File: config.mk
export PLATFORM = sky130hd
export DESIGN_NAME = iomem_timer
export DESIGN_NICKNAME = d
export VERILOG_FILES = /design/src/rtl/iomem_timer.sv
export SDC_FILE = /design/constraint.sdc
export NUM_CORES = 1
export LEC_CHECK = 0
export BUFFER_PORTS_ARGS = -buffer_cell sky130_fd_sc_hd__buf_2
export CORE_MARGIN = 1.5
export CORE_UTILIZATION = 40
export DETAILED_ROUTE_END_ITERATION = 6
export GPL_ROUTABILITY_DRIVEN = 0
export SETUP_SLACK_MARGIN = 0.05
export SLEW_MARGIN = 20
export SYNTH_ARGS = -nofsm -noshare
export SYNTH_HDL_FRONTEND = slang
export SYNTH_SLANG_ARGS = --single-unit
File: constraint.sdc
create_clock -name clk -period 2.8 [get_ports clk]
set_clock_uncertainty 0.05 [all_clocks]
set_input_delay 0.14 -clock clk [delete_from_list [all_inputs] [get_ports clk]]
set_output_delay 0.14 -clock clk [all_outputs]
set_load 0.05 [all_outputs]
File: src/rtl/iomem_timer.sv
// iomem_timer: countdown timer/interrupt responder on the picosoc iomem bus.
// Define IOMEM_TIMER_PRESCALE_EN to add the 16-bit PRESCALE register at offset 0x10.
module iomem_timer #(
  parameter logic [31:0] BASE_ADDR  = 32'h0300_0000,
  parameter logic [31:0] RESET_LOAD = 32'h0000_0000
) (
  input  logic        clk,
  input  logic        resetn,
  input  logic        iomem_valid,
  output logic        iomem_ready,
  input  logic [3:0]  iomem_wstrb,
  input  logic [31:0] iomem_addr,
  input  logic [31:0] iomem_wdata,
  output logic [31:0] iomem_rdata,
  output logic        irq
);

  localparam logic [5:0] RegCtrl   = 6'd0;
  localparam logic [5:0] RegLoad   = 6'd1;
  localparam logic [5:0] RegCount  = 6'd2;
  localparam logic [5:0] RegStatus = 6'd3;

  logic        ready_q, ready_d;
  logic [31:0] rdata_q, rdata_d;
  logic        irq_q, irq_d;
  logic [2:0]  ctrl_q, ctrl_d;  // {irq_en, reload, enable}
  logic [31:0] load_q, load_d;
  logic [31:0] count_q, count_d;
  logic        expired_q, expired_d;

  logic [5:0]  word;
  logic        ack, wr, tick, expire;
  logic [31:0] rd_val, wr_val;
  logic        unused_addr;

`ifdef IOMEM_TIMER_PRESCALE_EN
  localparam logic [5:0] RegPrescale = 6'd4;
  logic [15:0] prescale_q, prescale_d;
  logic [15:0] pcnt_q, pcnt_d;
`endif

  assign word        = iomem_addr[7:2];
  assign unused_addr = ^iomem_addr[1:0];
  // Never acknowledge two cycles in a row; the requester drops valid after ready.
  assign ack = iomem_valid & (iomem_addr[31:8] == BASE_ADDR[31:8]) & ~ready_q;
  assign wr  = ack & (|iomem_wstrb);

  always_comb begin
    rd_val = '0;
    case (word)
      RegCtrl:     rd_val = {29'd0, ctrl_q};
      RegLoad:     rd_val = load_q;
      RegCount:    rd_val = count_q;
      RegStatus:   rd_val = {31'd0, expired_q};
`ifdef IOMEM_TIMER_PRESCALE_EN
      RegPrescale: rd_val = {16'd0, prescale_q};
`endif
      default:     rd_val = '0;
    endcase
  end

  // Byte-lane merge of write data over the addressed register's current value.
  always_comb begin
    wr_val = rd_val;
    for (int i = 0; i < 4; i++) begin
      if (iomem_wstrb[i]) wr_val[8*i +: 8] = iomem_wdata[8*i +: 8];
    end
  end

`ifdef IOMEM_TIMER_PRESCALE_EN
  assign tick = ctrl_q[0] & (pcnt_q == prescale_q);

  always_comb begin
    prescale_d = prescale_q;
    pcnt_d     = pcnt_q;
    if (ctrl_q[0]) pcnt_d = (pcnt_q == prescale_q) ? 16'd0 : pcnt_q + 16'd1;
    if (wr && word == RegPrescale) prescale_d = wr_val[15:0];
    if (wr && (word == RegPrescale || word == RegCtrl)) pcnt_d = 16'd0;
  end

  always_ff @(posedge clk) begin
    if (!resetn) begin
      prescale_q <= 16'd0;
      pcnt_q     <= 16'd0;
    end else begin
      prescale_q <= prescale_d;
      pcnt_q     <= pcnt_d;
    end
  end
`else
  assign tick = ctrl_q[0];
`endif

  assign expire = tick & (count_q == 32'd0);

  always_comb begin
    ctrl_d    = ctrl_q;
    load_d    = load_q;
    count_d   = count_q;
    expired_d = expired_q;

    if (tick) begin
      if (count_q != 32'd0) count_d = count_q - 32'd1;
      else if (ctrl_q[1])   count_d = load_q;
      else                  ctrl_d[0] = 1'b0;
    end

    // Bus writes are applied after the timer update so they take priority.
    if (wr) begin
      case (word)
        RegCtrl:   ctrl_d  = wr_val[2:0];
        RegLoad:   load_d  = wr_val;
        RegCount:  count_d = wr_val;
        RegStatus: if (iomem_wstrb[0] && iomem_wdata[0]) expired_d = 1'b0;
        default:   ;
      endcase
    end

    if (expire) expired_d = 1'b1;

    irq_d   = expired_d & ctrl_d[2];
    ready_d = ack;
    rdata_d = ack ? rd_val : 32'd0;
  end

  always_ff @(posedge clk) begin
    if (!resetn) begin
      ready_q   <= 1'b0;
      rdata_q   <= 32'd0;
      irq_q     <= 1'b0;
      ctrl_q    <= 3'd0;
      load_q    <= RESET_LOAD;
      count_q   <= 32'd0;
      expired_q <= 1'b0;
    end else begin
      ready_q   <= ready_d;
      rdata_q   <= rdata_d;
      irq_q     <= irq_d;
      ctrl_q    <= ctrl_d;
      load_q    <= load_d;
      count_q   <= count_d;
      expired_q <= expired_d;
    end
  end

  assign iomem_ready = ready_q;
  assign iomem_rdata = rdata_q;
  assign irq         = irq_q;

endmodule

==> run summary <==
Share of synthesized registers carrying an async set or reset: 0%
Max-Cap Viols: 0
Period utilization: 94.1%
Hold Violations, Final: 0
Post-Synthesis Cells: 690
H-tree levels: 3
Reg area: 0.00204 mm2
P per Cell Area: 415 mW/mm2
1st-iter DRT viols: 457
PostCTS Resize Cnt: 0
Clk slew on worst S/H paths: 70 ps
Status: finished, final reports clean
Core area: 0.0139 mm2
ANT nets after route: 0
Die area: 0.0150 mm2
Highest Clock Rate: 0.379 GHz
WS Path Type: flop to flop
Vias: 5743
Minimum clock period: 2640 ps
Num ports: 105
Post-synth top flop: dfxtp_1
Clock buffer depth: 2
Worst Max-Slew Pin Slew: 873 ps
Maximum VDD drop: 0.000348 V
CTS tree: yes
RSZ-0062 raised after global routing: no
Layout area overhead: 17.3%
Number of global-route vias before repair: 5776
Ant. Diodes: 0
CP max FO: 7
Library cells used by synthesis: 77
TNS Setup: 0 ps
Post-route cell area: 0.00668 mm2
Post-synth top cells: 102 x dfxtp_1, 78 x nand2_1, 62 x nor2_1
CP Capture Type: flop
Fraction of layout cells with a size suffix above 1: 23.5%
Row cnt: 43
Placement Cell Area: 0.00642 mm2
Initial antenna violation count: 1
Largest net degree at the start of global routing: 36
IO Port Bufs: 102
DP Wirelength: 13300 um
Area of the multi-input gates: 0.00327 mm2
Mean Syn Cell Area: 8.25 um2
Top cell type's share of synthesized area: 35.9%
First-pass GRT wire length: 29500 um
Sequential area share after synthesis: 35.9%
Syn Nets: 763
Fillers: 1415
Yosys Warn Count: 0
Dominant cell by count in the synthesized netlist: dfxtp_1
Slew headroom: 41.1%
Layout Nets: 860
Worst hold path class: primary input to flop
Root buffer cell: clkbuf_16
DR DRC count: 0
Starting Density: 41.0%
Global route overflow: 0
Vias per cell: 5.91
First-pass DRT Iterations: 6
CP arrival: 2870 ps
Synth area leader: dfxtp_1
Die width: 122 um
Largest cells by area after synthesis: dfxtp_1 36%, mux2i_1 6.7%, nand2_1 5.1%
# setup viols final: 0
Synthesis-stage register bit count: 102
Mapped cell area: 0.00569 mm2
Clock Sinks: 102
Fin. max-slew vios: 0
TritonCTS Buffers: 9
Req. time, crit path: 3040 ps
Die height: 122 um
Overall routing resource usage: 25.4%
Worst setup SP type: flop
Final wirelength: 18500 um
Worst slack, placed: 131 ps
WL/cell: 19.0 um
Post-CTS Setup Bufs: 0
LEAKAGE: 2.81 nW
Clk_lat worst skew: 360 ps
Final worst slack: 164 ps
EDFF count, synth: 0
Hold Buf Count CTS: 0
[per-layer routing]
layer / routed length (um) / up-vias / track usage [%]
met5: 0 / - / 0
met3: 1160 / 51 / 5.81
li1: - / 2721 / -
met1: 7930 / 2754 / 31.0
met2: 8680 / 217 / 41.9
met4: 726 / 0 / 13.2
[logic make-up after synthesis]
kind of cell | Yosys count | synth area share, %
fa+ha+maj | 2 | 0.440
xor+xnor | 4 | 0.616
compound gates | 190 | 21.7
flops | 102 | 35.9
mux | 45 | 8.27
simple gates | 270 | 26.5
buf+inv | 77 | 6.59
[flip-flops by register name, indices dropped and copies added, names as in the netlist]
register / flops
count_q: 32
iomem_rdata: 32
load_q: 32
ctrl_q: 3
expired_q: 1
iomem_ready: 1
irq: 1
[worst paths after layout]
check | from | to | slack, ps | cells past startpoint
worst min-delay path | iomem_wdata[5] | count_q[5] | 80 | 3
worst max register to register | count_q[0] | count_q[9] | 160 | 9
worst max-delay path | count_q[0] | count_q[9] | 160 | 9
worst min register to register | load_q[4] | load_q[4] | 420 | 2
[layout by cell type, fill, tap and decap left out, types with 13 or more instances in the layout]
| master | instances |
|---|---|
| mux2i_1 | 38 |
| buf_2 | 102 |
| buf_4 | 36 |
| a21oi_1 | 48 |
| nor3_1 | 13 |
| dfxtp_1 | 102 |
| nand3_1 | 17 |
| nand4_1 | 13 |
| a22oi_1 | 21 |
| o21ai_0 | 41 |
| nand2_1 | 78 |
| and3_1 | 23 |
| nor2_1 | 62 |
| inv_1 | 24 |
[per-stage QoR]
step,utilization [%],std cells,total power [W],hold WS (ps)
global route,48.1,972,0.00287,119
finish,48.1,972,0.00277,78.7
detailed placement,46.2,956,0.00164,414
global placement,46.2,956,0.00164,404
floorplan,-,690,0.00156,281
CTS,48.1,972,0.00279,83.8
[power breakdown]
part / internal [W] / switching, W
Clock: 0.000601 / 0.000562
Sequential: 0.00145 / 0.00000000000111
Combinational: 0.0000695 / 0.0000875
Total: 0.00212 / 0.000650
[area by class of cell]
type	count	share of cell area, %
Clock buffer	12	3.54
Multi-Input combinational cell	511	49.0
Clock inverter	4	0.356
Sequential cell	102	30.6
Tap cell	180	3.37
Inverter	25	1.41
Timing Repair Buffer	138	11.7
[worst max-delay path, cell delays in order, from the launching register on]
cell and delay (ps):
dfxtp_1 370, inv_1 100, ha_1 190, nor4b_2 300, and4_1 410, nand3_1 190
o21ai_0 530, buf_4 220, nand2_1 50, a31oi_1 160
Power figures use the tool's default switching activity.
